<file path="config.mk">
export PLATFORM = sky130hd
export DESIGN_NAME = lcd_bus_writer
export DESIGN_NICKNAME = d
export VERILOG_FILES = /design/src/rtl/lcd_bus_writer.sv
export SDC_FILE = /design/constraint.sdc
export NUM_CORES = 1
export LEC_CHECK = 0
export ABC_CLOCK_PERIOD_IN_PS = 9170
export BUFFER_PORTS_ARGS = -buffer_cell sky130_fd_sc_hd__buf_2
export CORE_AREA = 2 2 183 185
export CTS_CLUSTER_SIZE = 30
export DETAILED_ROUTE_END_ITERATION = 7
export DIE_AREA = 0 0 185 187
export PLACE_DENSITY_LB_ADDON = 0.3
export SYNTH_ARGS = -nofsm -noshare
export SYNTH_HDL_FRONTEND = slang
export SYNTH_SLANG_ARGS = --single-unit
</file>
<file path="constraint.sdc">
create_clock -name mclk -period 9.17 [get_ports mclk]
set_input_delay 0.4585 -clock mclk [delete_from_list [all_inputs] [get_ports mclk]]
set_output_delay 0.4585 -clock mclk [all_outputs]
set_load 0.03 [all_outputs]
</file>
<file path="src/rtl/lcd_bus_writer.sv">
// Write-only 8-bit HD44780/KS0066 bus driver: one-time power-on init, then endless
// refresh of two 16-character lines, each frame taken from a snapshot of the inputs.
module lcd_bus_writer #(
    parameter logic [15:0] PWR_WAIT     = 16'd40000,
    parameter logic [7:0]  E_PULSE      = 8'd20,
    parameter logic [15:0] INS_WAIT     = 16'd1000,
    parameter logic [15:0] CLR_WAIT     = 16'd40000,
    parameter logic [15:0] DATA_WAIT    = 16'd1000,
    parameter logic [23:0] REFRESH_WAIT = 24'd2000000
) (
    input  logic         mclk,
    input  logic         rst,
    input  logic [127:0] LineA,
    input  logic [127:0] LineB,
    output logic [7:0]   DB,
    output logic         RS,
    output logic         RW,
    output logic         E,
    output logic         init_done,
    output logic         frame_done
);

    typedef enum logic [2:0] {ST_PWR, ST_SETUP, ST_PULSE, ST_WAIT, ST_REFRESH} state_t;
    typedef enum logic [2:0] {
        S_FUNC, S_DISP, S_CLR, S_ENTRY, S_ADDR_A, S_DATA_A, S_ADDR_B, S_DATA_B
    } step_t;

    state_t         state;
    step_t          step;
    step_t          nb_step;
    logic [3:0]     idx;
    logic [3:0]     nb_idx;
    logic [23:0]    cnt;
    logic [23:0]    cnt_inc;
    logic [23:0]    wait_len;
    logic [127:0]   snap_a;
    logic [127:0]   snap_b;
    logic [7:0]     nb_db;
    logic           nb_rs;
    logic           to_refresh;
    logic           pulse_last;
    logic           byte_end;

    assign RW = 1'b0;

    always_comb begin
        cnt_inc = cnt + 24'd1;
        case (step)
            S_CLR:              wait_len = {8'd0, CLR_WAIT};
            S_DATA_A, S_DATA_B: wait_len = {8'd0, DATA_WAIT};
            default:            wait_len = {8'd0, INS_WAIT};
        endcase
        pulse_last = (cnt_inc >= {16'd0, E_PULSE});
        // A zero WAIT lets the byte finish straight out of PULSE.
        byte_end = ((state == ST_PULSE) && pulse_last && (wait_len == '0)) ||
                   ((state == ST_WAIT) && (cnt_inc >= wait_len));

        nb_step    = step;
        nb_idx     = '0;
        to_refresh = 1'b0;
        case (step)
            S_FUNC:   nb_step = S_DISP;
            S_DISP:   nb_step = S_CLR;
            S_CLR:    nb_step = S_ENTRY;
            S_ENTRY:  nb_step = S_ADDR_A;
            S_ADDR_A: nb_step = S_DATA_A;
            S_DATA_A: begin
                nb_idx = idx + 4'd1;
                if (idx == 4'd15) nb_step = S_ADDR_B;
            end
            S_ADDR_B: nb_step = S_DATA_B;
            S_DATA_B: begin
                nb_idx = idx + 4'd1;
                if (idx == 4'd15) begin
                    nb_step    = S_ADDR_A;
                    to_refresh = 1'b1;
                end
            end
            default:  nb_step = S_FUNC;
        endcase

        case (nb_step)
            S_FUNC:   nb_db = 8'h38;
            S_DISP:   nb_db = 8'h0C;
            S_CLR:    nb_db = 8'h01;
            S_ENTRY:  nb_db = 8'h06;
            S_ADDR_A: nb_db = 8'h80;
            S_DATA_A: nb_db = snap_a[{nb_idx, 3'b000} +: 8];
            S_ADDR_B: nb_db = 8'hC0;
            S_DATA_B: nb_db = snap_b[{nb_idx, 3'b000} +: 8];
            default:  nb_db = 8'h00;
        endcase
        nb_rs = (nb_step == S_DATA_A) || (nb_step == S_DATA_B);
    end

    always_ff @(posedge mclk or negedge rst) begin
        if (!rst) begin
            state      <= ST_PWR;
            step       <= S_FUNC;
            idx        <= '0;
            cnt        <= '0;
            snap_a     <= '0;
            snap_b     <= '0;
            DB         <= 8'h00;
            RS         <= 1'b0;
            E          <= 1'b0;
            init_done  <= 1'b0;
            frame_done <= 1'b0;
        end else begin
            frame_done <= 1'b0;
            if (byte_end) begin
                E    <= 1'b0;
                cnt  <= '0;
                step <= nb_step;
                idx  <= nb_idx;
                if (step == S_ENTRY) init_done <= 1'b1;
                if (to_refresh) frame_done <= 1'b1;
                // RS/DB keep the last character through REFRESH.
                if (to_refresh && (REFRESH_WAIT != '0)) begin
                    state <= ST_REFRESH;
                end else begin
                    state <= ST_SETUP;
                    DB    <= nb_db;
                    RS    <= nb_rs;
                end
            end else begin
                case (state)
                    ST_PWR: begin
                        if (cnt_inc >= {8'd0, PWR_WAIT}) begin
                            state <= ST_SETUP;
                            cnt   <= '0;
                            DB    <= 8'h38;
                            RS    <= 1'b0;
                        end else begin
                            cnt <= cnt_inc;
                        end
                    end
                    ST_SETUP: begin
                        if (step == S_ADDR_A) begin
                            snap_a <= LineA;
                            snap_b <= LineB;
                        end
                        E     <= 1'b1;
                        cnt   <= '0;
                        state <= ST_PULSE;
                    end
                    ST_PULSE: begin
                        if (pulse_last) begin
                            E     <= 1'b0;
                            cnt   <= '0;
                            state <= ST_WAIT;
                        end else begin
                            cnt <= cnt_inc;
                        end
                    end
                    ST_WAIT: cnt <= cnt_inc;
                    ST_REFRESH: begin
                        if (cnt_inc >= REFRESH_WAIT) begin
                            state <= ST_SETUP;
                            cnt   <= '0;
                            DB    <= 8'h80;
                            RS    <= 1'b0;
                        end else begin
                            cnt <= cnt_inc;
                        end
                    end
                    default: state <= ST_PWR;
                endcase
            end
        end
    end

endmodule

</file>
==> metrics.txt <==
dpl hpwl=26100 um; # DRC=0; CP Class=reg2reg; Placed Cells=1723; sequential share of power=48.1%; Seq cells post-synth=302; Setup Skew=24.5 ps; status=completed; startpoint types=flip-flop; Syn Nets=1339; final hold vios=0; Worst-Margin Slew=1120 ps; layout cells sized above 1=50.0%; DP Area=16200 um^2; crit end category=flip-flop; worst r2r src=cnt[4]; power consumption=2.95 mW; Final Util=52.9%; Pwr Density=170 nW/um^2; r2r endpoint=cnt[4]; antenna-violating nets left=0; Distinct cells, synth=65; Synth Cell Area=14500 um^2; clock-pin slew on the worst setup and hold paths=60 ps; via count=9663; final setup fails=0; maximum vdd drop=0.147 mV; sw power=0.650 mW; Slew Limit Fails=0; area of the multi-input gates=6640 um^2; WHS Path Cells=2; non-filler cells, final=1794; post-route design area=17400 um^2; setup slack after layout=4650 ps; port bufs=269; Seq/Total Area, Yosys=52.0%; CTS Sinks=302; HP Class=in2reg; RSZ-0062 raised after global routing=false; Post-synth ARST share=100%; Routed wire per std cell=20.4 um; Post-synth top flop=dfrtp_1; CTS tree=done; Synth Instances=1069; root buffer cell=clkbuf_16; f_max=221 MHz; Synth-to-Final Area Change=19.6%; Top Ports=271; EDFF count, synth=0; first-pass GRT wire length=57100 um; CORE AREA=32900 um^2; Die Height=187 um; clock latency on the worst-skew pair=520 ps; min Tclk post-route=4520 ps; Post-Route WL=36600 um; syn avg cell area=13.6 um^2; hold_ws=166 ps; initial cell density of the core=44.2%; vias in the first global route=10100; share of the synthesized area in the top cell type=52.0%; die area=34600 um^2; Rel. slew slack=25.3%; CP arrival=4930 ps; Hold EP=snap_b[88]; Die W=185 um; initial drt markers=465; period utilization=49.3%; post-synth top area cell=dfrtp_1; Clock power frac=45.9%; worst path required time=9570 ps; Fill cells=2915; register area=7560 um^2; Int Pwr=2.30 mW; top post-synthesis cells by area=dfrtp_1 52%, mux2_2 20%, mux4_2 9.9%; Layout Nets=1583; switching share of power=22.0%; Post-CTS Resized=0; Hold Crit Start=LineB[88]; row cnt=67; Combinational Power Share=6.1%; initial antenna violation count=19; Placement Setup Slack=4690 ps; CTS Buffer Depth=3; yosys warns=0; Leak=7.71 nW; MaxCap Viol Count=0; H-tree depth=2; reg2reg setup slack=4650 ps; gr usage total=21.5%; Detailed Routing Iterations Pass 1=5; Placer Congestion=0.852; worst-path fanout max=19; TritonCTS Buffers=35; DR vias/cell=5.39; worst reg2reg path depth=12; final setup TNS=0 ps; Congestion Overflow GR=0; largest net degree at the start of global routing=95
[cell usage after synthesis, drive strengths merged (2+ instances only)]
cell,instances
a21oi,13
nor2,25
nor2b,11
inv,11
nor3,17
nand2b,2
o21a,4
a311oi,7
nand4,9
a21o,5
a211oi,7
a22o,17
o2bb2ai,2
nor4,9
and2,7
or3,7
o32ai,2
nand3,25
mux2i,5
buf,20
o211ai,4
o31ai,4
mux4,64
a2bb2oi,3
xnor2,5
or4,2
nand2,77
o22ai,2
dfrtp,302
mux2,258
o21ai,24
o21bai,3
and3,11
ha,12
and4,3
a31oi,7
xor2,12
a211o,2
or2,3
clkbuf,54
[routing by layer]
| metal | global-route usage, % | up-vias | routed length [um] |
|---|---|---|---|
| met5 | 0 | - | 90 |
| met4 | 6.84 | 16 | 1010 |
| met3 | 6.66 | 68 | 2840 |
| met2 | 33.1 | 285 | 17200 |
| met1 | 29.0 | 4819 | 15500 |
| li1 | - | 4475 | - |
[logic make-up (layout without fill, tap and decap cells)]
| logic type | Yosys count | in the layout | synth area share, % |
|---|---|---|---|
| AO/OA/AOI/OAI | 113 | 113 | 5.80 |
| other | 1 | 12 | 0.0258 |
| multiplexers | 327 | 327 | 30.3 |
| flip-flops | 302 | 302 | 52.0 |
| XOR/XNOR | 17 | 17 | 1.02 |
| AND/OR/NAND/NOR | 212 | 212 | 7.34 |
| buffers and inverters | 85 | 351 | 2.51 |
| adder cells (fa/ha/maj) | 12 | 12 | 1.03 |
[placed cells by master (no fill, tap or decap), drive strengths merged, types with 3 or more instances in the layout]
master	synthesis	layout
a211oi	7	7
a21o	5	5
a21oi	13	13
a22o	17	17
a2bb2oi	3	3
a311oi	7	7
a31oi	7	7
and2	7	7
and3	11	11
and4	3	3
buf	20	280
clkbuf	54	50
clkinv	0	5
dfrtp	302	302
diode	0	11
ha	12	12
inv	11	12
mux2	258	258
mux2i	5	5
mux4	64	64
nand2	77	77
nand3	25	25
nand4	9	9
nor2	25	25
nor2b	11	11
nor3	17	17
nor4	9	9
o211ai	4	4
o21a	4	4
o21ai	24	24
o21bai	3	3
o31ai	4	4
or2	3	3
or3	7	7
xnor2	5	5
xor2	12	12
[layout make-up]
type / count / share of cell area [%]
inverters: 11 / 0.238
diodes: 11 / 0.158
flip-flops and latches: 302 / 43.5
repair buffers: 281 / 8.34
clock buffers: 50 / 5.66
well taps: 448 / 3.23
multi-input cells: 682 / 38.2
clock inverters: 9 / 0.670
[worst max path at each step]
stage	end	from	cells past startpoint	slack, ps
finish	cnt[4]	cnt[4]	12	4650
detailed placement	cnt[4]	cnt[4]	12	4690
floorplan	cnt[4]	cnt[3]	15	5500
global route	cnt[4]	cnt[4]	12	4280
CTS	cnt[4]	cnt[4]	12	4660
global placement	cnt[4]	cnt[4]	12	4810
[sequential cells by signal, indices dropped and copies added (netlist names)]
signal and count:
snap_a 128, DB 8, state 3, snap_b 128
RS 1, idx 4, E 1, frame_done 1
init_done 1, cnt 24, step 3
[repair_timing]
item,CTS,global route
buffers inserted,0,0
hold endpoints to repair,2,0
hold buffers,1,0
[power groups by stage]
stage / Sequential (mW) / Combinational, mW / Clock, mW
floorplan: 1.43 / 0.0824 / 0
detailed placement: 1.44 / 0.182 / 0
finish: 1.42 / 0.179 / 1.35
global placement: 1.44 / 0.177 / 0
global route: 1.42 / 0.199 / 1.44
CTS: 1.42 / 0.183 / 1.38
[critical path, stage by stage, from the launching register on]
cell and delay [ps]:
dfrtp_1 490, nand4_1 400, or2_1 410, or4_1 540, xor2_1 260, inv_1 130
ha_1 330, nand2_1 60, o31ai_1 530, nor4_1 150, or3_1 650, a21o_1 280
a22o_1 170
(Power assumes the default switching activity.)
